--- config.mk ---
export PLATFORM = sky130hd
export DESIGN_NAME = ctrl_pipeline
export DESIGN_NICKNAME = d
export VERILOG_FILES = /design/src/rtl/mips_ctrl_pkg.sv /design/src/rtl/ctrl_pipeline_forwarding_unit.sv /design/src/rtl/ctrl_pipeline.sv
export SDC_FILE = /design/constraint.sdc
export NUM_CORES = 1
export LEC_CHECK = 0
export CAP_MARGIN = 20
export CORE_MARGIN = 2
export CORE_UTILIZATION = 47
export CTS_BUF_LIST = sky130_fd_sc_hd__clkbuf_2 sky130_fd_sc_hd__clkbuf_4 sky130_fd_sc_hd__clkbuf_8
export CTS_CLUSTER_DIAMETER = 30
export CTS_CLUSTER_SIZE = 28
export DETAILED_ROUTE_END_ITERATION = 8
export PLACE_DENSITY = 0.84
export SYNTH_ARGS = -nofsm -noshare
export SYNTH_HDL_FRONTEND = slang
export SYNTH_HIERARCHICAL = 1
export SYNTH_SLANG_ARGS = --single-unit
--- constraint.sdc ---
create_clock -name clk -period 2.5 [get_ports clk]
set_input_delay 0.625 -clock clk [delete_from_list [all_inputs] [get_ports clk]]
set_output_delay 0.625 -clock clk [all_outputs]
set_load 0.01 [all_outputs]
--- src/rtl/mips_ctrl_pkg.sv ---
// Shared definitions for the control pipeline: bundle bit map, forwarding
// select encodings and the per-stage register layouts.
package mips_ctrl_pkg;

    localparam int CTRL_W = 24;

    // Control bundle bit map
    localparam int ALUSRC_LSB     = 0;
    localparam int ALUSRC_MSB     = 1;
    localparam int FUNCT_LSB      = 2;
    localparam int FUNCT_MSB      = 7;
    localparam int OPCODE_LSB     = 8;
    localparam int OPCODE_MSB     = 13;
    localparam int JB_LSB         = 14;
    localparam int JB_MSB         = 17;
    localparam int REG_DST_BIT    = 18;
    localparam int WB_SEL_ALU_BIT = 19;
    localparam int REG_WRITE_BIT  = 20;
    localparam int MEM_WRITE_BIT  = 21;
    localparam int MEM_READ_BIT   = 22;
    localparam int RT_RD_CTRL_BIT = 23;

    // Forwarding select encodings
    localparam logic [1:0] FWD_REG = 2'b00;
    localparam logic [1:0] FWD_WB  = 2'b01;
    localparam logic [1:0] FWD_MEM = 2'b10;

    // ID/EX register contents
    typedef struct packed {
        logic       valid;
        logic [1:0] alu_src;
        logic [5:0] alu_op;
        logic [5:0] funct;
        logic       rt_rd_control;
        logic       mem_write;
        logic       mem_read;
        logic       load_byte;
        logic       store_byte;
        logic       reg_write;
        logic       wb_sel_alu;
        logic [4:0] dest;
        logic [4:0] rs;
        logic [4:0] rt;
    } idex_t;

    // EX/MEM register contents
    typedef struct packed {
        logic       mem_write;
        logic       mem_read;
        logic       load_byte;
        logic       store_byte;
        logic       reg_write;
        logic       wb_sel_alu;
        logic [4:0] dest;
    } exmem_t;

    // MEM/WB register contents
    typedef struct packed {
        logic       reg_write;
        logic       wb_sel_alu;
        logic [4:0] dest;
    } memwb_t;

    // True when a later-stage write targets the given source register.
    // Register zero is hard-wired, so writes to it never count.
    function automatic logic dest_hit(input logic       reg_write,
                                      input logic [4:0] dest,
                                      input logic [4:0] src);
        return reg_write && (dest != 5'd0) && (dest == src);
    endfunction

endpackage

--- src/rtl/ctrl_pipeline_forwarding_unit.sv ---
// Operand forwarding select generation for the EX stage ALU inputs.
module forwarding_unit
    import mips_ctrl_pkg::*;
(
    input  logic [4:0] ex_rs,
    input  logic [4:0] ex_rt,
    input  logic [4:0] mem_dest,
    input  logic       mem_reg_write,
    input  logic [4:0] wb_dest,
    input  logic       wb_reg_write,
    output logic [1:0] fwd_a,
    output logic [1:0] fwd_b
);

    // Pick the youngest producer: EX/MEM beats MEM/WB, otherwise register file
    always_comb begin
        fwd_a = FWD_REG;
        fwd_b = FWD_REG;
        if (dest_hit(mem_reg_write, mem_dest, ex_rs))
            fwd_a = FWD_MEM;
        else if (dest_hit(wb_reg_write, wb_dest, ex_rs))
            fwd_a = FWD_WB;
        if (dest_hit(mem_reg_write, mem_dest, ex_rt))
            fwd_b = FWD_MEM;
        else if (dest_hit(wb_reg_write, wb_dest, ex_rt))
            fwd_b = FWD_WB;
    end

endmodule

--- src/rtl/ctrl_pipeline.sv ---
// Control pipeline: carries the decoded control bundle through ID/EX, EX/MEM
// and MEM/WB, detects load-use hazards and counts the inserted bubbles.
module ctrl_pipeline
    import mips_ctrl_pkg::*;
#(
    parameter int CNT_W = 16
) (
    input  logic              clk,
    input  logic              rst_n,
    input  logic              id_valid,
    input  logic [CTRL_W-1:0] id_control_signal,
    input  logic              id_load_byte,
    input  logic              id_store_byte,
    input  logic              id_flush,
    input  logic [4:0]        id_rs,
    input  logic [4:0]        id_rt,
    input  logic [4:0]        id_rd,
    output logic [1:0]        ex_alu_src,
    output logic [5:0]        ex_alu_op,
    output logic [5:0]        ex_alu_funct,
    output logic              ex_rt_rd_control,
    output logic [4:0]        ex_dest,
    output logic              ex_valid,
    output logic [1:0]        fwd_a,
    output logic [1:0]        fwd_b,
    output logic              mem_mem_write,
    output logic              mem_mem_read,
    output logic              mem_load_byte,
    output logic              mem_store_byte,
    output logic              mem_reg_write,
    output logic [4:0]        mem_dest,
    output logic              wb_reg_write,
    output logic              wb_sel_alu,
    output logic [4:0]        wb_dest,
    output logic              load_use_stall,
    output logic [CNT_W-1:0]  stall_count
);

    function automatic logic [CNT_W-1:0] sat_inc(input logic [CNT_W-1:0] v);
        return (&v) ? v : v + CNT_W'(1);
    endfunction

    idex_t             r_idex_p1;
    exmem_t            r_exmem_p2;
    memwb_t            r_memwb_p3;
    logic [CNT_W-1:0]  r_stall_cnt;
    idex_t             w_idex_d;
    exmem_t            w_exmem_d;
    logic              w_bubble;
    // Jump/branch bits are resolved in decode and not carried further
    logic              w_unused_jump_bits;

    assign w_unused_jump_bits = ^id_control_signal[JB_MSB:JB_LSB];

    // Load in EX whose destination feeds the decode instruction: hold IF/ID for one cycle
    assign load_use_stall = id_valid & r_idex_p1.valid & r_idex_p1.mem_read
                          & (r_idex_p1.dest != 5'd0)
                          & ((r_idex_p1.dest == id_rs) | (r_idex_p1.dest == id_rt));

    assign w_bubble = id_flush | load_use_stall;

    // Decode the ID/EX next value; flush, stall or an empty slot all give a zero bubble
    always_comb begin
        w_idex_d = '0;
        if (id_valid && !w_bubble) begin
            w_idex_d.valid         = 1'b1;
            w_idex_d.alu_src       = id_control_signal[ALUSRC_MSB:ALUSRC_LSB];
            w_idex_d.alu_op        = id_control_signal[OPCODE_MSB:OPCODE_LSB];
            w_idex_d.funct         = id_control_signal[FUNCT_MSB:FUNCT_LSB];
            w_idex_d.rt_rd_control = id_control_signal[RT_RD_CTRL_BIT];
            w_idex_d.mem_write     = id_control_signal[MEM_WRITE_BIT];
            w_idex_d.mem_read      = id_control_signal[MEM_READ_BIT];
            w_idex_d.load_byte     = id_load_byte;
            w_idex_d.store_byte    = id_store_byte;
            w_idex_d.reg_write     = id_control_signal[REG_WRITE_BIT];
            w_idex_d.wb_sel_alu    = id_control_signal[WB_SEL_ALU_BIT];
            w_idex_d.dest          = id_control_signal[REG_DST_BIT] ? id_rt : id_rd;
            w_idex_d.rs            = id_rs;
            w_idex_d.rt            = id_rt;
        end
    end

    // Project the ID/EX contents onto the fields MEM and WB still need
    always_comb begin
        w_exmem_d            = '0;
        w_exmem_d.mem_write  = r_idex_p1.mem_write;
        w_exmem_d.mem_read   = r_idex_p1.mem_read;
        w_exmem_d.load_byte  = r_idex_p1.load_byte;
        w_exmem_d.store_byte = r_idex_p1.store_byte;
        w_exmem_d.reg_write  = r_idex_p1.reg_write;
        w_exmem_d.wb_sel_alu = r_idex_p1.wb_sel_alu;
        w_exmem_d.dest       = r_idex_p1.dest;
    end

    // ---- ID -> EX boundary ----
    // Stage registers advance every cycle; ID/EX takes a bubble on flush or stall
    always_ff @(posedge clk or negedge rst_n) begin
        if (!rst_n) begin
            r_idex_p1  <= '0;
            r_exmem_p2 <= '0;
            r_memwb_p3 <= '0;
        end else begin
            r_idex_p1  <= w_idex_d;
            // ---- EX -> MEM boundary ----
            r_exmem_p2 <= w_exmem_d;
            // ---- MEM -> WB boundary ----
            r_memwb_p3 <= '{reg_write:  r_exmem_p2.reg_write,
                            wb_sel_alu: r_exmem_p2.wb_sel_alu,
                            dest:       r_exmem_p2.dest};
        end
    end

    // Count every load-use bubble, holding at all-ones
    always_ff @(posedge clk or negedge rst_n) begin
        if (!rst_n)
            r_stall_cnt <= '0;
        else if (load_use_stall)
            r_stall_cnt <= sat_inc(r_stall_cnt);
    end

    forwarding_unit u_fwd (
        .ex_rs         (r_idex_p1.rs),
        .ex_rt         (r_idex_p1.rt),
        .mem_dest      (r_exmem_p2.dest),
        .mem_reg_write (r_exmem_p2.reg_write),
        .wb_dest       (r_memwb_p3.dest),
        .wb_reg_write  (r_memwb_p3.reg_write),
        .fwd_a         (fwd_a),
        .fwd_b         (fwd_b)
    );

    assign ex_alu_src       = r_idex_p1.alu_src;
    assign ex_alu_op        = r_idex_p1.alu_op;
    assign ex_alu_funct     = r_idex_p1.funct;
    assign ex_rt_rd_control = r_idex_p1.rt_rd_control;
    assign ex_dest          = r_idex_p1.dest;
    assign ex_valid         = r_idex_p1.valid;
    assign mem_mem_write    = r_exmem_p2.mem_write;
    assign mem_mem_read     = r_exmem_p2.mem_read;
    assign mem_load_byte    = r_exmem_p2.load_byte;
    assign mem_store_byte   = r_exmem_p2.store_byte;
    assign mem_reg_write    = r_exmem_p2.reg_write;
    assign mem_dest         = r_exmem_p2.dest;
    assign wb_reg_write     = r_memwb_p3.reg_write;
    assign wb_sel_alu       = r_memwb_p3.wb_sel_alu;
    assign wb_dest          = r_memwb_p3.dest;
    assign stall_count      = r_stall_cnt;

endmodule
; ---- Yosys cells after proc, flatten, opt, wreduce, memory -nomap -nowiden
; Index checks and enable logic that the tools add are counted.
; Widths: inputs -> output; s select.
[classes]
reduce_logical = 13
div = 0
magnitude_cmp = 0
eq_ne = 6
bitwise = 7
addsub = 1
shift = 0
muxes = 6
multipliers = 0
[ops]
columns = operator, n
row1 = $mux 37, 1
row2 = $eq 5x5->1, 6
row3 = $add 16x1->16 const B, 1
row4 = $reduce_and 16->1, 1
row5 = $reduce_bool 5->1, 3
row6 = $logic_and 1x1->1, 7
row7 = $mux 5, 1
row8 = $and 1x1->1, 4
row9 = $mux 2, 2
row10 = $mux 1, 2
row11 = $or 1x1->1, 2
row12 = $reduce_and 2->1, 1
row13 = $logic_not 1->1, 1
row14 = $not 1->1, 1
[word_totals]
ram_bits = 0
rom_bits = 0
n_memories = 0
regBits = 71
out_inout_bits = 59
wordCells = 58
latch_bits = 0
in_bits = 45

; ---- Logic depth before layout (Yosys ltp)
; Gate-level depths: netlist (run 1).
[logic_depth]
ltp_word = 8
depth_mapped = 6
mapped_depth_nobuf = 6

; ---- Hierarchy
; The synthesis (run 1) kept the hierarchy.
[modules_own_cells]
columns = module, instances, area_per_inst_um2, cells_per_inst, seq_area_each_um2
row1 = ctrl_pipeline, 1, 2859.0, 220, 1776.7
row2 = forwarding_unit, 1, 257.7, 34, 0.0

; ---- Worst setup path after synthesis (run 1)
; OpenSTA, ideal clock, no wires.
[synth_path]
path_kind = reg2out
from = register r_exmem_p2, in the netlist mem_dest[1]
to = output fwd_a[0]
slack_ns = 0.234
arrival_time_ns = 1.641
path_buffers = 0
path_stages_with_launch = 5
t_required_ns = 1.875
cell_sequence = dfrtp_1 > or4_1 > o21ai_2 > nor4_1 > nor4_1
[synth_between]
elab_chain_cells = 4
word_cells_on_any_way = 5
cone_classes = eq/ne: 1 / mux: 1 / reduce/logical: 3
[synth_lines]
columns = element, line_no
row1 = from (decl), ctrl_pipeline.sv:44  ; exmem_t r_exmem_p2;
row2 = from (signal assigned), ctrl_pipeline.sv:105  ; r_exmem_p2 <= w_exmem_d;
row3 = $reduce_bool 5->1, mips_ctrl_pkg.sv:69  ; return reg_write && (dest != 5'd0) && (dest == src);
row4 = $logic_and 1x1->1, mips_ctrl_pkg.sv:69
row5 = $logic_and 1x1->1 (*), mips_ctrl_pkg.sv:69
row6 = $mux 2 (*), ctrl_pipeline_forwarding_unit.sv:19  ; if (dest_hit(mem_reg_write, mem_dest, ex_rs))
row7 = to (decl), ctrl_pipeline.sv:24  ; output logic [1:0] fwd_a,
; Every way passes the cells marked *; elsewhere a longest branch is shown, timed or not.

; ---- Worst setup path after layout (run 1)
[layout_path]
from = register r_exmem_p2, in the netlist mem_dest[1]
to = output fwd_b[0]
[layout_between]
elab_chain_cells = 4
word_cells_on_any_way = 5
cone_classes = eq/ne: 1 / mux: 1 / reduce/logical: 3
[layout_lines]
columns = element, line_no
row1 = $reduce_bool 5->1, mips_ctrl_pkg.sv:69
row2 = $logic_and 1x1->1, mips_ctrl_pkg.sv:69
row3 = $logic_and 1x1->1 (*), mips_ctrl_pkg.sv:69
row4 = $mux 2 (*), ctrl_pipeline_forwarding_unit.sv:23  ; if (dest_hit(mem_reg_write, mem_dest, ex_rt))
row5 = to (decl), ctrl_pipeline.sv:25  ; output logic [1:0] fwd_b,
; Marks and branches as above.

==> metrics.yaml, run 1 <==
critical_path:
  r2r_setup_slack_ns: 0.33
  rr_startpoint: "ex_dest[4]"
  crit_required_ns: 1.88
  path_class: "flop to output pin"
  worstRegToRegCells: 6
  endpoint: "fwd_b[0]"
  end_kind: "output pin"
  r2r-end: "ex_alu_src[1]"
  crit_path_start_kind: "flop"
  startpoint: "mem_dest[1]"
  worstPathMaxFanout: 2
  cp_data_arrival_time_ns: 1.91
place:
  portBuffers: 99
  place_area_mm2: 0.00414
  dpl.hpwl_um: 4950
  gp_congestion: 0.906
  dp_cells: 422
timing:
  drv_slew: 0
  finalCritPeriodShare_pct: 101
  fmax_mhz: 394
  finalClockSkew_ns: 0.00936
  setup_slack_ns: -0.0354
  min_period_ns: 2.54
  holdWs_ns: 0.255
  slew_headroom_pct: 58.3
  grt_setup_unrepaired: "true"
  tightestPinTransition_ns: 0.625
  setup_viol_count_final: 1
  hold_viol: 0
yosys:
  ys_seq_elements: 71
  synth-edff-count: 0
  synth.distinct_cells: 32
  syn_area_per_cell_um2: 12.3
  synthArstFlopShare_pct: 100
  synth_area_leaders: "dfrtp_1 (57%), xnor2_1 (11%), and2_1 (6.4%)"
  synth_top_area_share_pct: 57.0
  ys_seq_area_share_pct: 57.0
  synth_top_area_cell: "dfrtp_1"
  netlist_area_mm2: 0.00312
  yosysMostFrequentCell: "dfrtp_1"
  syn_nets: 300
  yosys_warnings: 6
  ys.flop_type: "dfrtp_1"
  synth.cells.most_frequent: "dfrtp_1 (71), xnor2_1 (38), and2_1 (32), buf_4 (24), nand3_1 (13)"
  synthCells: 254
route:
  routed_wl_um: 6670
  ant_nets: 0
  wl_met1_um: 2530
  drt_iter0_drc: 54
  drc: 0
  top_layer: "met4"
  vias: 2148
  dr_wl_met3_um: 393
  vias_per_cell: 4.88
  routedWlPerCell_um: 15.2
  dr_wl_met2_um: 3620
  drtPass1Iterations: 4
cts:
  clkLatencyLatePin_ns: 0.35
  cts_root_buf: "clkbuf_8"
  htreeDepth: 3
  cts.path.max_buffers: 2
  cts_tree: "built"
  cts.clk_slew.worst_paths_ns: 0.08
  cts_made_buffers: 9
  holdBufCountCts: 0
  cts_sinks: 71
final_layout:
  nets: 404
  ff_latch_area_mm2: 0.00178
  drive_gt1_share_pct: 18.7
  diodes: 0
  stdcell_count: 440
  syn_to_final_growth_pct: 41.5
  postLayoutCoreUtil_pct: 69.1
  fillers: 487
  multi_input_area_mm2: 0.00116
  final_area_mm2: 0.00441
pwr:
  finalPower_mw: 2.45
  irDropWorstVdd_v: 0.000386
  power_density_mw_per_mm2: 554
  leakagePower_nw: 1.95
die:
  dieArea_mm2: 0.00730
  start_util_pct: 48.8
  num_rows: 29
  core_mm2: 0.00639
  ios: 104
  die_h_um: 85.4
  dieWidth_um: 85.4
global_routing:
  grt_max_degree: 50
  grt_pass1_vias: 2406
  grt_pass1_wl_um: 11100
  antenna_found_initial: 0
  grt_overflow: 0
  grt_util_all_layers_pct: 19.9
worst_hold_path:
  worstHoldPathType: "primary input to asynchronous set/reset pin"
run_status:
  status: "complete, but fails checks"
  violations: "setup timing"
flow_run:
  cap_violations: 0
## cells in the final DEF (no fill, tap or decap), types with 2 or more instances in the layout
master | Yosys | final
and2_1 | 32 | 31
and3_1 | 4 | 4
buf_2 | 1 | 4
buf_4 | 24 | 23
clkbuf_8 | 0 | 11
clkdlybuf4s50_1 | 0 | 90
clkinv_2 | 0 | 2
dfrtp_1 | 71 | 71
dlygate4sd2_1 | 0 | 2
mux2_2 | 4 | 4
mux2i_1 | 5 | 5
nand2_1 | 10 | 10
nand2b_1 | 2 | 2
nand3_1 | 13 | 12
nand4_1 | 10 | 10
nor2_1 | 6 | 6
nor3_1 | 2 | 2
nor3_2 | 5 | 5
nor4_2 | 0 | 2
or4_4 | 1 | 2
xnor2_1 | 38 | 37
xor2_1 | 4 | 4
## per-layer routing
metal  GRT usage [%]  up-vias
met3            6.03       11
met2            35.2       70
met4            8.66        0
met1            21.9     1042
met5               0        -
li1                -     1025
## worst min path at each step
stage                             start         endpoint  slack, ns  depth (start not counted)
after floorplan                   rst_n  ex_alu_funct[0]       0.33                          0
after global placement    r_idex_p1[17]   mem_store_byte       0.33                          0
after detailed placement  r_idex_p1[15]    r_exmem_p2[5]       0.33                          0
after CTS                         rst_n     ex_alu_op[2]       0.26                          1
after global routing              rst_n    ex_alu_src[0]       0.28                          1
final                             rst_n    ex_alu_src[0]       0.25                          1
## cells by family (layout without fill, tap and decap cells)
family | Yosys count | in the layout | share of synthesized area, %
mux | 9 | 9 | 3.05
compound gates | 6 | 6 | 2.29
buf+inv | 32 | 141 | 7.75
xor+xnor | 42 | 42 | 11.8
simple gates | 93 | 93 | 17.7
fa+ha+maj | 1 | 1 | 0.401
flops | 71 | 71 | 57.0
## worst max-delay path, cell delays in order, from the launching register on
cell and delay (ns):
dfrtp_1 0.38, or4_4 0.54, o21ai_4 0.20, nor4_2 0.06, nor4_1 0.19, buf_2 0.19
## flip-flops by register name, indices dropped and copies added (netlist names)
signal / count
wb_reg_write: 1
ex_rt_rd_control: 1
ex_alu_op: 6
stall_count: 16
mem_load_byte: 1
mem_store_byte: 1
r_idex_p1: 16
ex_alu_src: 2
mem_mem_write: 1
ex_valid: 1
ex_alu_funct: 6
wb_sel_alu: 1
mem_dest: 5
mem_mem_read: 1
ex_dest: 5
r_exmem_p2: 1
wb_dest: 5
mem_reg_write: 1
## power breakdown
group / internal, mW / total, mW / switching [mW]
registers: 1.18 / 1.21 / 0.0252
clock network: 0.513 / 0.935 / 0.422
logic: 0.173 / 0.300 / 0.127
## final cells by class
type,count,share of cell area [%]
Timing Repair Buffer,123,26.4
Clock inverter,5,1.28
Inverter,2,0.170
Clock buffer,11,3.43
Tap cell,77,2.18
Sequential cell,71,40.3
Multi-Input combinational cell,151,26.3
## timing repair
item                                   in CTS  in global routing
pin swaps                                   7                  7
endpoints found under the hold margin       0                  0
buffers inserted                            2                  0
gates resized for setup                    27                  7
setup endpoints to repair                   5                  5
## stage by stage
step	setup WS (ns)	setup TNS (ns)
2_1_floorplan	0.234	0
3_3_place_gp	-0.460	-0.620
3_5_place_dp	-0.458	-0.755
4_1_cts	-0.0763	-0.108
5_1_grt	-0.122	-0.167
6_report	-0.0354	-0.0354
No activity file was read; power rests on OpenSTA's default activity.
==> run 2: changes to the inputs <==
--- a/config.mk
+++ b/config.mk
@@ -5,6 +5,7 @@
 export SDC_FILE = /design/constraint.sdc
 export NUM_CORES = 1
 export LEC_CHECK = 0
+export ABC_CLOCK_PERIOD_IN_PS = 2500
 export CAP_MARGIN = 20
 export CORE_MARGIN = 2
 export CORE_UTILIZATION = 47
@@ -13,6 +14,7 @@
 export CTS_CLUSTER_SIZE = 28
 export DETAILED_ROUTE_END_ITERATION = 8
 export PLACE_DENSITY = 0.84
+export SLEW_MARGIN = 20
 export SYNTH_ARGS = -nofsm -noshare
 export SYNTH_HDL_FRONTEND = slang
 export SYNTH_HIERARCHICAL = 1
==> results of run 2 <==
No change in the layout: final DEF, timing and power equal those of run 1.
==> run 3: changes to the inputs <==
--- a/config.mk
+++ b/config.mk
@@ -17,5 +17,4 @@
 export SLEW_MARGIN = 20
 export SYNTH_ARGS = -nofsm -noshare
 export SYNTH_HDL_FRONTEND = slang
-export SYNTH_HIERARCHICAL = 1
 export SYNTH_SLANG_ARGS = --single-unit
==> metrics.yaml, run 3 <==
route:
  vias_per_cell: 4.87
  ant_nets: 0
  drtPass1Iterations: 4
  drc: 0
  routedWlPerCell_um: 14.9
  drt_iter0_drc: 48
  vias: 2202
  routed_wl_um: 6720
die:
  dieArea_mm2: 0.00732
  core_mm2: 0.00639
  num_rows: 29
  start_util_pct: 48.9
  ios: 104
  dieWidth_um: 85.5
  die_h_um: 85.5
final_layout:
  multi_input_area_mm2: 0.00118
  final_cell_mix: "clkdlybuf4s50_1 (86), dfrtp_1 (71), and2_1 (32), xnor2_1 (31), buf_4 (30)"
  postLayoutCoreUtil_pct: 70.2
  final_common_cell: "clkdlybuf4s50_1"
  stdcell_count: 452
  nets: 415
  drive_gt1_share_pct: 19.5
  syn_to_final_growth_pct: 43.5
  ff_latch_area_mm2: 0.00178
  fillers: 458
cts:
  cts_tree: "built"
  cts.clk_slew.worst_paths_ns: 0.08
  cts_root_buf: "clkbuf_8"
  holdBufCountCts: 0
  cts_sinks: 71
  htreeDepth: 3
  clkLatencyLatePin_ns: 0.34
  cts.path.max_buffers: 2
  cts_made_buffers: 9
timing:
  hold_viol: 0
  finalCritPeriodShare_pct: 103
  finalClockSkew_ns: 0.00936
  slew_headroom_pct: 58.8
  tightestPinTransition_ns: 0.617
  setup_slack_ns: -0.0763
  min_period_ns: 2.58
  holdWs_ns: 0.278
  fmax_mhz: 388
  drv_slew: 0
  grt_setup_unrepaired: "true"
  setup_viol_count_final: 2
place:
  portBuffers: 99
  post-place-ws_ns: -0.511
  dp_cells: 430
  dpl.hpwl_um: 4920
  gp_congestion: 0.872
flow_run:
  cap_violations: 0
yosys:
  ys_seq_area_share_pct: 56.8
  synth.distinct_cells: 30
  yosys_warnings: 0
  yosysMostFrequentCell: "dfrtp_1"
  synth.cells.most_frequent: "dfrtp_1 (71), and2_1 (33), xnor2_1 (33), buf_4 (25), nand3_1 (14)"
  syn_area_per_cell_um2: 12.1
  synthArstFlopShare_pct: 100
  synthCells: 258
  synth-edff-count: 0
  netlist_area_mm2: 0.00313
  syn_nets: 304
  ys_seq_elements: 71
  ys.flop_type: "dfrtp_1"
  synth_top_area_share_pct: 56.8
  synth_area_leaders: "dfrtp_1 (57%), xnor2_1 (9.2%), and2_1 (6.6%)"
  synth_top_area_cell: "dfrtp_1"
global_routing:
  grt_max_degree: 33
  antenna_found_initial: 1
  grt_overflow: 0
  grt_pass1_wl_um: 11000
  grt_util_all_layers_pct: 19.6
  grt_pass1_vias: 2335
critical_path:
  end_kind: "output pin"
  worstPathMaxFanout: 3
  r2r_setup_slack_ns: 0.37
  cp_data_arrival_time_ns: 1.95
  path_class: "flop to output pin"
  crit_path_start_kind: "flop"
  crit_required_ns: 1.88
pwr:
  power_density_mw_per_mm2: 527
  finalPower_mw: 2.36
  leakagePower_nw: 2.05
  irDropWorstVdd_v: 0.000362
worst_hold_path:
  worstHoldPathType: "primary input to asynchronous set/reset pin"
run_status:
  status: "complete, but fails checks"
  violations: "setup timing"
-- run 3: changes by cell type after synthesis, sizes merged, moves of 3 or more --
cell	delta
mux2	-3
nand2	-4
nor2	-3
nor3	+3
xnor2	-5
xor2	+8
-- run 3: power breakdown --
| group | switching (mW) | internal (mW) |
|---|---|---|
| logic | 0.127 | 0.176 |
| clock network | 0.410 | 0.441 |
| registers | 0.0238 | 1.18 |
-- run 3: worst paths after layout --
kind | from | end | depth (start not counted)
min in group clk | r_idex_p1[18] | mem_load_byte | 0
worst max register to register | ex_dest[1] | ex_alu_src[1] | 5
worst min-delay path | rst_n | stall_count[4] | 1
max in group asynchronous | rst_n | wb_dest[4] | 2
worst max-delay path | wb_dest[0] | fwd_a[0] | 5
worst min register to register | r_idex_p1[18] | mem_load_byte | 0
-- run 3: cell type report --
class                           count  share of cell area, %
Antenna cell                        1                 0.0558
Clock buffer                       12                   3.68
Clock inverter                      4                  0.642
Inverter                            2                  0.167
Multi-Input combinational cell    154                   26.4
Sequential cell                    71                   39.6
Tap cell                           77                   2.15
Timing Repair Buffer              131                   27.3
-- run 3: kinds of logic after synthesis --
family / synth area share (%)
xor gates and xnor gates: 12.6
buffers and inverters: 8.17
adders and majority gates: 0.400
muxes: 1.96
and+or+nand+nor: 18.3
DFF: 56.8
AOI/OAI and AO/OA: 1.76
-- run 3: what timing repair did --
item / CTS / global route
setup buffers: 2 / 4
resized for setup: 30 / 17
setup endpoints to repair: 5 / 5
pin swaps: 5 / 10
-- run 3: critical path, stage by stage (launching register included) --
cell     delay (ns)
dfrtp_1        0.42
buf_6          0.13
xor2_1         0.15
or4_4          0.48
nor4_2         0.27
buf_2          0.17
-- run 3: layer usage --
layer,vias up,track usage (%),routed length [µm]
met5,-,0,0
met3,18,4.62,336
met1,1056,22.3,2640
li1,1055,-,-
met2,73,33.9,3560
met4,0,10.7,194
-- run 3: through the flow --
| step | setup TNS [ns] | cell area (µm²) |
|---|---|---|
| floorplan | 0 | 3130 |
| global placement | -0.785 | 4160 |
| detailed placement | -1.42 | 4160 |
| CTS | -0.0827 | 4390 |
| global route | -0.282 | 4480 |
| finish | -0.118 | 4480 |
